**config.mk**
```make
export PLATFORM = sky130hd
export DESIGN_NAME = grid_row_editor_flat
export DESIGN_NICKNAME = d
export VERILOG_FILES = /design/src/rtl/grid_row_editor_if.sv /design/src/rtl/grid_row_editor.sv /design/src/flat_wrapper.sv
export SDC_FILE = /design/constraint.sdc
export NUM_CORES = 1
export LEC_CHECK = 0
export ABC_CLOCK_PERIOD_IN_PS = 2300
export CAP_MARGIN = 20
export CORE_UTILIZATION = 47
export DETAILED_ROUTE_END_ITERATION = 10
export PLACE_DENSITY = 0.77
export SLEW_MARGIN = 30
export SYNTH_ARGS = -nofsm -noshare
export SYNTH_HDL_FRONTEND = slang
export SYNTH_SLANG_ARGS = --single-unit
export TNS_END_PERCENT = 10
```
**constraint.sdc**
```tcl
create_clock -name Clock -period 2.3 [get_ports Clock]
set_input_delay 0.46 -clock Clock [delete_from_list [all_inputs] [get_ports Clock]]
set_output_delay 0.46 -clock Clock [all_outputs]
set_load 0.03 [all_outputs]
```
**src/rtl/grid_row_editor_if.sv**
```systemverilog
// Bus bundle for the LED-matrix row editor: button/edit inputs toward the
// editor, stored grid, cursor and write acknowledge back to the front end.
//
// Handshake: there is no valid/ready pair. A write request is the rising
// edge of Set (sampled with Pause=1, Clear=0). The editor answers each
// accepted request with a single-cycle wrote pulse in the cycle after the
// accepting edge. Set must drop for at least one cycle before the next
// request can be taken.
interface grid_row_editor_if #(
   parameter int ROWS = 8,
   parameter int COLS = 8
);
   localparam int CUR_W = $clog2(ROWS);

   logic                      Pause;
   logic                      Set;
   logic                      Clear;
   logic                      up;
   logic                      down;
   logic [1:0]                mode;
   logic [COLS-1:0]           thisRow;
   logic [ROWS-1:0][COLS-1:0] lights;
   logic [CUR_W-1:0]          cursor;
   logic                      wrote;
   // auto-repeat state machine, visible for debug
   logic [1:0]                rpt_state;

   modport master (
      output Pause, Set, Clear, up, down, mode, thisRow,
      input  lights, cursor, wrote, rpt_state
   );

   modport slave (
      input  Pause, Set, Clear, up, down, mode, thisRow,
      output lights, cursor, wrote, rpt_state
   );
endinterface

```
**src/rtl/grid_row_editor.sv**
```systemverilog
// Row editor for the LED matrix: cursor with optional wrap and hold-to-repeat,
// edge-qualified row writes with four combine modes, global clear and an
// optional clear-while-running behaviour. All outputs are registered.
module grid_row_editor #(
   parameter int ROWS         = 8,
   parameter int COLS         = 8,
   parameter int WRAP         = 0,
   parameter int REPEAT_DELAY = 0,
   parameter int REPEAT_RATE  = 1,
   parameter int CLEAR_ON_RUN = 1
) (
   input logic              Clock,
   input logic              Reset,
   grid_row_editor_if.slave bus
);

   localparam int CUR_W   = $clog2(ROWS);
   localparam int CNT_MAX = (REPEAT_DELAY > REPEAT_RATE) ? REPEAT_DELAY : REPEAT_RATE;
   localparam int CNT_W   = $clog2(CNT_MAX + 1);

   localparam logic [CUR_W-1:0] LAST_ROW  = CUR_W'(ROWS - 1);
   localparam logic [CNT_W-1:0] DELAY_CNT = CNT_W'(REPEAT_DELAY);
   localparam logic [CNT_W-1:0] RATE_CNT  = CNT_W'(REPEAT_RATE);
   localparam logic [CNT_W-1:0] CNT_ONE   = CNT_W'(1);

   typedef enum logic [1:0] {
      RPT_IDLE  = 2'd0,
      RPT_DELAY = 2'd1,
      RPT_RATE  = 2'd2
   } rpt_state_t;

   // edge-detect registers (reset to 1 so a button held through reset is ignored)
   logic prev_up_q, prev_up_d;
   logic prev_down_q, prev_down_d;
   logic prev_set_q, prev_set_d;

   // auto-repeat state
   rpt_state_t       rpt_state_q, rpt_state_d;
   logic [CNT_W-1:0] hold_cnt_q, hold_cnt_d;
   logic             hold_dn_q, hold_dn_d;

   // cursor and grid state
   logic [CUR_W-1:0]          cursor_q, cursor_d;
   logic [ROWS-1:0][COLS-1:0] grid_q, grid_d;
   logic                      wrote_q, wrote_d;

   // combinational helpers
   logic             up_rise, down_rise, set_rise;
   logic             step_up, step_dn;
   logic             held_same;
   logic [CNT_W-1:0] hold_inc;
   logic [COLS-1:0]  cur_row, new_row;
   logic             do_write;

   // Rising-edge detection on the three buttons
   always_comb begin
      prev_up_d   = bus.up;
      prev_down_d = bus.down;
      prev_set_d  = bus.Set;
      up_rise     = bus.up & ~prev_up_q;
      down_rise   = bus.down & ~prev_down_q;
      set_rise    = bus.Set & ~prev_set_q;
   end

   // Edge-detect registers
   always_ff @(posedge Clock or posedge Reset) begin
      if (Reset) begin
         prev_up_q   <= 1'b1;
         prev_down_q <= 1'b1;
         prev_set_q  <= 1'b1;
      end else begin
         prev_up_q   <= prev_up_d;
         prev_down_q <= prev_down_d;
         prev_set_q  <= prev_set_d;
      end
   end

   // Auto-repeat next state: the counter holds the number of edges since the
   // last step, so a step fires when it reaches the delay (first) or rate (rest)
   always_comb begin
      rpt_state_d = rpt_state_q;
      hold_cnt_d  = hold_cnt_q;
      hold_dn_d   = hold_dn_q;
      step_up     = 1'b0;
      step_dn     = 1'b0;
      held_same   = (rpt_state_q != RPT_IDLE) && (hold_dn_q ? bus.down : bus.up);
      hold_inc    = (hold_cnt_q == '1) ? hold_cnt_q : hold_cnt_q + CNT_ONE;

      if (bus.up && bus.down) begin
         rpt_state_d = RPT_IDLE;
         hold_cnt_d  = '0;
      end else if (up_rise || down_rise) begin
         step_up   = up_rise;
         step_dn   = down_rise;
         hold_dn_d = down_rise;
         if (REPEAT_DELAY > 0) begin
            rpt_state_d = RPT_DELAY;
            hold_cnt_d  = CNT_ONE;
         end else begin
            rpt_state_d = RPT_IDLE;
            hold_cnt_d  = '0;
         end
      end else if (held_same) begin
         hold_cnt_d = hold_inc;
         case (rpt_state_q)
            RPT_DELAY: begin
               if (hold_cnt_q == DELAY_CNT) begin
                  step_up     = ~hold_dn_q;
                  step_dn     = hold_dn_q;
                  rpt_state_d = RPT_RATE;
                  hold_cnt_d  = CNT_ONE;
               end
            end
            RPT_RATE: begin
               if (hold_cnt_q == RATE_CNT) begin
                  step_up    = ~hold_dn_q;
                  step_dn    = hold_dn_q;
                  hold_cnt_d = CNT_ONE;
               end
            end
            default: begin
               rpt_state_d = RPT_IDLE;
               hold_cnt_d  = '0;
            end
         endcase
      end else begin
         rpt_state_d = RPT_IDLE;
         hold_cnt_d  = '0;
      end
   end

   // Auto-repeat state register
   always_ff @(posedge Clock or posedge Reset) begin
      if (Reset) begin
         rpt_state_q <= RPT_IDLE;
         hold_cnt_q  <= '0;
         hold_dn_q   <= 1'b0;
      end else begin
         rpt_state_q <= rpt_state_d;
         hold_cnt_q  <= hold_cnt_d;
         hold_dn_q   <= hold_dn_d;
      end
   end

   // Cursor next value: wrap or saturate at both ends
   always_comb begin
      cursor_d = cursor_q;
      if (step_up) begin
         if (cursor_q == '0) begin
            cursor_d = (WRAP != 0) ? LAST_ROW : '0;
         end else begin
            cursor_d = cursor_q - CUR_W'(1);
         end
      end else if (step_dn) begin
         if (cursor_q == LAST_ROW) begin
            cursor_d = (WRAP != 0) ? '0 : LAST_ROW;
         end else begin
            cursor_d = cursor_q + CUR_W'(1);
         end
      end
   end

   // Cursor register
   always_ff @(posedge Clock or posedge Reset) begin
      if (Reset) begin
         cursor_q <= '0;
      end else begin
         cursor_q <= cursor_d;
      end
   end

   // Grid next value: clear beats write; the target row is the pre-edge cursor
   always_comb begin
      grid_d   = grid_q;
      wrote_d  = 1'b0;
      cur_row  = grid_q[cursor_q];
      do_write = set_rise & bus.Pause & ~bus.Clear;
      case (bus.mode)
         2'b00:   new_row = bus.thisRow;
         2'b01:   new_row = cur_row | bus.thisRow;
         2'b10:   new_row = cur_row & ~bus.thisRow;
         default: new_row = cur_row ^ bus.thisRow;
      endcase

      if (bus.Clear || (!bus.Pause && (CLEAR_ON_RUN != 0))) begin
         grid_d = '0;
      end else if (do_write) begin
         grid_d[cursor_q] = new_row;
         wrote_d          = 1'b1;
      end
   end

   // Grid and write-acknowledge registers
   always_ff @(posedge Clock or posedge Reset) begin
      if (Reset) begin
         grid_q  <= '0;
         wrote_q <= 1'b0;
      end else begin
         grid_q  <= grid_d;
         wrote_q <= wrote_d;
      end
   end

   assign bus.lights    = grid_q;
   assign bus.cursor    = cursor_q;
   assign bus.wrote     = wrote_q;
   assign bus.rpt_state = rpt_state_q;

endmodule

```
**src/flat_wrapper.sv**
```systemverilog
// flat-port wrapper written by rule: the top's interface ports become plain ports
module grid_row_editor_flat 
#(
   parameter int ROWS         = 8,
   parameter int COLS         = 8,
   parameter int WRAP         = 0,
   parameter int REPEAT_DELAY = 0,
   parameter int REPEAT_RATE  = 1,
   parameter int CLEAR_ON_RUN = 1
)
  (Clock, Reset, bus_Pause, bus_Set, bus_Clear, bus_up, bus_down, bus_mode, bus_thisRow, bus_lights, bus_cursor, bus_wrote, bus_rpt_state);
  grid_row_editor_if #(.ROWS(ROWS), .COLS(COLS)) bus_i ();
  input logic Clock;
  input logic Reset;
  input wire logic [$bits(bus_i.Pause)-1:0] bus_Pause;
  input wire logic [$bits(bus_i.Set)-1:0] bus_Set;
  input wire logic [$bits(bus_i.Clear)-1:0] bus_Clear;
  input wire logic [$bits(bus_i.up)-1:0] bus_up;
  input wire logic [$bits(bus_i.down)-1:0] bus_down;
  input wire logic [$bits(bus_i.mode)-1:0] bus_mode;
  input wire logic [$bits(bus_i.thisRow)-1:0] bus_thisRow;
  output wire logic [$bits(bus_i.lights)-1:0] bus_lights;
  output wire logic [$bits(bus_i.cursor)-1:0] bus_cursor;
  output wire logic [$bits(bus_i.wrote)-1:0] bus_wrote;
  output wire logic [$bits(bus_i.rpt_state)-1:0] bus_rpt_state;
  assign bus_i.Pause = bus_Pause;
  assign bus_i.Set = bus_Set;
  assign bus_i.Clear = bus_Clear;
  assign bus_i.up = bus_up;
  assign bus_i.down = bus_down;
  assign bus_i.mode = bus_mode;
  assign bus_i.thisRow = bus_thisRow;
  assign bus_lights = bus_i.lights;
  assign bus_cursor = bus_i.cursor;
  assign bus_wrote = bus_i.wrote;
  assign bus_rpt_state = bus_i.rpt_state;
  grid_row_editor #(.ROWS(ROWS), .COLS(COLS), .WRAP(WRAP), .REPEAT_DELAY(REPEAT_DELAY), .REPEAT_RATE(REPEAT_RATE), .CLEAR_ON_RUN(CLEAR_ON_RUN)) u_core (.Clock(Clock), .Reset(Reset), .bus(bus_i));
endmodule
```
# --- After elaboration in Yosys (flattened, before gate mapping) ---
# Index checks and enable logic that the tools add are counted.
# W data, S select, Z words.
word_totals:
  ff_bits: 75
  elab_cells: 95
  inputBits: 17
  output_inout_bits: 70
classes:
  add_sub_neg: 3
  bitwise: 15
  muxes: 39
  reduce_logical: 13
  n_lt_le_gt_ge: 2
  n_eq_ne: 7
op_table:
  columns: ["operator", "count"]
  rows:
  - ["$mux W64", 2]
  - ["$bwmux W64", 1]
  - ["$bmux W8 S3", 1]
  - ["$demux W8 S3", 1]
  - ["$pmux W8 S3", 1]
  - ["$mux W1", 19]
  - ["$mux W8", 2]
  - ["$mux W3", 4]
  - ["$and A8 B8 Y8", 1]
  - ["$mux W2", 4]
  - ["$not A8 Y8", 1]
  - ["$or A8 B8 Y8", 1]
  - ["$xor A8 B8 Y8", 1]
  - ["$not A1 Y1", 6]
  - ["$pmux W1 S2", 3]
  - ["$reduce_bool A2 Y1", 3]
  - ["$and A1 B1 Y1", 5]
  - ["$ne A5 B5 Y1 const B", 1]
  - ["$eq A2 B1 Y1 const B", 2]
  - ["$eq A2 B2 Y1 const B", 2]
  - ["$lt A3 B4 Y1 const B", 1]
  - ["$ne A4 B4 Y1 const B", 1]
  - ["$pmux W2 S2", 1]
  - ["$reduce_and A2 Y1", 2]
  - ["other kinds (10)", 13]

# --- Depth between registers and ports, before layout ---
logic_depth:
  ltp_word: 7
  ltp_mapped: 10
  mapped_depth_nobuf: 7

# --- Worst setup path before layout ---
# Ideal clock, no wire load.
synth_timing:
  kind: "reg2reg"
  start: "register u_core.cursor_q[2] (netlist: u_core.bus.cursor[2])"
  end: "register u_core.grid_q, in the netlist u_core.bus.lights[1]"
  setup_time_ps: 94
  path_buffers: 1
  required_ps: 2206
  stages_incl_launch_ff: 9
  slack_ps: -297
  arrival_time_ps: 2503
  cell_sequence: "dfrtp_1 buf_4 or3b_2 a21oi_1 a2111oi_2 ha_1 inv_1 mux4_2 a211oi_1"
synth_between:
  elab_chain_cells: 7
synth_rtl:
  columns: ["item", "line", "rtl"]
  rows:
  - ["from (decl)", "grid_row_editor.sv:43", "logic [CUR_W-1:0] cursor_q, cursor_d;"]
  - ["from (signal assigned)", "grid_row_editor.sv:168", "cursor_q <= cursor_d;"]
  - ["$lt A3 B4 Y1 (not written as such) (tied with other cells)", "grid_row_editor.sv:188", "grid_d[cursor_q] = new_row;"]
  - ["$logic_and A1 B1 Y1 (not written as such) / $mux W8 (equally long branches)", "grid_row_editor.sv:188, grid_row_editor.sv:176", null]
  - ["$mux W8 (not written as such) (tied with other cells)", "grid_row_editor.sv:188", null]
  - ["$demux W8 S3 / $pmux W8 S3 (equally long branches)", null, null]
  - ["$bwmux W64 (*)", "grid_row_editor.sv:188", null]
  - ["$mux W64 (*)", "grid_row_editor.sv:187", "end else if (do_write) begin"]
  - ["$mux W64 (*)", "grid_row_editor.sv:185", "if (bus.Clear || (!bus.Pause && (CLEAR_ON_RUN != 0))) begin"]
  - ["to (signal assigned)", "grid_row_editor.sv:199", "grid_q <= grid_d;"]
  - ["to (decl)", "grid_row_editor.sv:44", "logic [ROWS-1:0][COLS-1:0] grid_q, grid_d;"]
# Every way passes the cells marked *; elsewhere a longest branch is shown, timed or not. The select of a mux whose other input is x is not followed.
# A chain may end at the register's enable or synchronous reset.

# --- Worst setup path in the final report ---
layout_timing:
  start: "register u_core.cursor_q[2] (netlist: u_core.bus.cursor[2])"
  end: "register u_core.grid_q, in the netlist u_core.bus.lights[39]"
# The elaborated chain is that of the path after synthesis.

==> out/summary.txt <==
Top-area cell type share of the netlist area = 39.34%
Ant. Diodes = 0
Peak Freq = 392.9 MHz
DR WL/cell = 22.69 µm
First-pass GRT wire length = 22290 µm
Port Buffers = 84
Die X = 97.93 µm
Sw frac = 41.64%
Uppermost layer routed = met4
Worst setup path class = flop to flop
Worst path required time = 2.57 ns
I/O Pins = 87
Routed WL = 14500 µm
Synth area leader = dfrtp_1
Combinational power share = 51.7%
Crit path launch type = flop
Most common cell after layout, fill and taps aside = clkdlybuf4s50_1
Fin util = 69.99%
Final WS setup = -0.2450 ns
Hpwl dp = 9304 µm
Grt total ovfl = 0
Die area = 0.009590 mm²
Most frequent cells in the layout = clkdlybuf4s50_1 (84), dfrtp_1 (65), a21oi_1 (58)
Critical path fanouts, max = 8
Clk pin slew, worst setup/hold paths = 0.08 ns
Final Hold Viols = 0
Number of enable flip-flop cells after synthesis = 0
Unrepaired setup endpoints after global routing = true
Worst-Skew Late Latency = 0.36 ns
P_leak = 2.499 nW
Setup TNS = -9.486 ns
Power share of the clock group = 19.0%
Peak supply drop = 420.9 µV
Clk sinks = 71
Synth Register Bits = 71
Fraction of layout cells with a size suffix above 1 = 36.91%
Pre-CTS setup slack = -0.2157 ns
Core Area = 0.008806 mm²
PwrDens = 774.8 mW/mm²
WP data arrival = 2.82 ns
RD Place Congestion = 0.8957
# nets final = 563
Hold Path Class = primary input to asynchronous set/reset pin
Vias in the first global route = 4256
Avg Inst Size Synth = 10.58 µm²
Setup violations, final = 64
Row count = 34
Wl on met1 = 5462 µm
Top FF cell, synth = dfrtp_1
Largest net degree at the start of global routing = 72
Sw Pwr = 1.989 mW
CP Capture Type = flop
Clk_skew = 0.008438 ns
Reg2reg path depth = 9
Asr flop ratio synth = 100.0%
Distinct cells, synth = 44
CTS Root Cell = clkbuf_8
CP max-delay cell = mux4_2
Initial core utilization = 49.12%
Sequential-to-total area share from yosys stat = 41.16%
Via Count = 4076
Met2 routed wirelength = 7032 µm
Hold buffer count at cts = 0
Slew Limit Fails = 0
Area after DPL = 0.005628 mm²
Fin crit period = 2.545 ns
Post-Syn Area = 0.004325 mm²
Height of the chip = 97.93 µm
Drt drc = 5
# Max-Cap Violations = 0
Crit-path cells = buf_6, buf_4, nor2_4, a221oi_4, o221a_2, ha_4, inv_2, mux4_2, a211oi_2
Tot GR Track Use = 30.46%
Detail Route Antenna Nets = 0
Status = finished, violations left
Synth Warn # = 0
Int Power = 2.787 mW
P&R area growth vs syn = 42.49%
Synthesized instance count = 409
Initial antenna violation count = 0
Vias per inst = 6.379
Leading post-synthesis cells by cell area = dfrtp_1 (39%), mux4_2 (8.3%), a211oi_1 (8.0%), a21oi_1 (6.9%), ha_1 (5.8%)
Crit-path max cell delay = 0.61 ns
Router iterations before antenna repair = 9
CTS Buf Count = 9
Met3 routed WL = 1403 µm
First DRT Iteration DRCs = 318
Reg power frac = 29.3%
Fin area = 0.006163 mm²
CTS tree = yes
Final Power = 4.776 mW
Fin crit share = 110.7%
Failing checks = design-rule violations, negative setup slack
Max clock buf depth = 2
H-tree Lvls = 3
## final timing paths
check | start | endpoint | slack, ns
max | u_core.bus.cursor[2] | u_core.bus.lights[39] | -0.25
min | Reset | u_core.bus.lights[5] | 0.47
max reg2reg | u_core.bus.cursor[2] | u_core.bus.lights[39] | -0.25
min reg2reg | u_core.bus.lights[36] | u_core.bus.lights[36] | 0.57
max in group asynchronous | Reset | u_core.prev_set_q | 1.46
min in group Clock | bus_up | u_core.prev_up_q | 0.55
## metrics by stage
stage,hold WS [ns],cells
floorplan,0.4645,410
global placement,0.5559,613
detailed placement,0.5532,613
CTS,0.5127,637
global route,0.5280,639
finish,0.4725,639
## state kept, by name, indices dropped and copies added (netlist names)
name and cells:
u_core.bus.lights 64, u_core.bus.cursor 3, u_core.bus.wrote 1, u_core.prev_down_q 1, u_core.prev_set_q 1, u_core.prev_up_q 1
## critical path, delay by kind of cell (launching register included)
family	cells	cell delay, ns
buffers and inverters	3	0.31
AND/OR/NAND/NOR	1	0.13
multiplexers	1	0.61
AO/OA/AOI/OAI	3	0.70
flip-flops	1	0.43
adder cells (fa/ha/maj)	1	0.27
## cells in the mapped netlist (7+ instances only)
library cell,count
ha_1,20
a211oi_1,46
buf_2,20
inv_1,28
clkbuf_1,7
o22ai_1,8
a211oi_2,10
mux4_2,16
nand2_1,26
a21oi_1,60
dfrtp_1,68
and2_1,12
buf_6,11
nand3_1,10
## per-layer routing
layer,track usage [%],vias up
met1,38.16,2036
met2,48.54,253
met4,19.81,0
met3,5.583,51
met5,0,-
li1,-,1736
## cell families after synthesis
family / Yosys count / synth area share [%]
flip-flops: 71 / 41.16
AND/OR/NAND/NOR: 76 / 9.951
adder cells (fa/ha/maj): 20 / 5.785
AO/OA/AOI/OAI: 142 / 22.77
other: 1 / 0.08670
buffers and inverters: 73 / 9.343
multiplexers: 26 / 10.91
## area by class of cell
cell class | count | area (µm²)
clock buffer | 12 | 145.1
clock inverter | 4 | 22.52
fill | 596 | 2643
inverter | 29 | 108.9
multi-input combinational | 266 | 2520
sequential | 71 | 1784
tap | 108 | 135.1
timing repair buffer | 149 | 1448
## what timing repair did
item | CTS | global route
cloned | 0 | 0
buffers inserted | 8 | 3
gates resized for setup | 44 | 21
setup endpoints to repair | 64 | 65
pin swaps | 17 | 11
## power groups by stage
stage | combinational [mW] | sequential [mW] | clock (mW)
final | 2.47 | 1.40 | 0.909
after global placement | 1.93 | 1.47 | 0
after detailed placement | 1.99 | 1.47 | 0
after CTS | 2.29 | 1.39 | 0.910
after floorplan | 1.21 | 1.51 | 0
after global routing | 2.58 | 1.41 | 0.968
No activity file was read; power rests on OpenSTA's default activity.
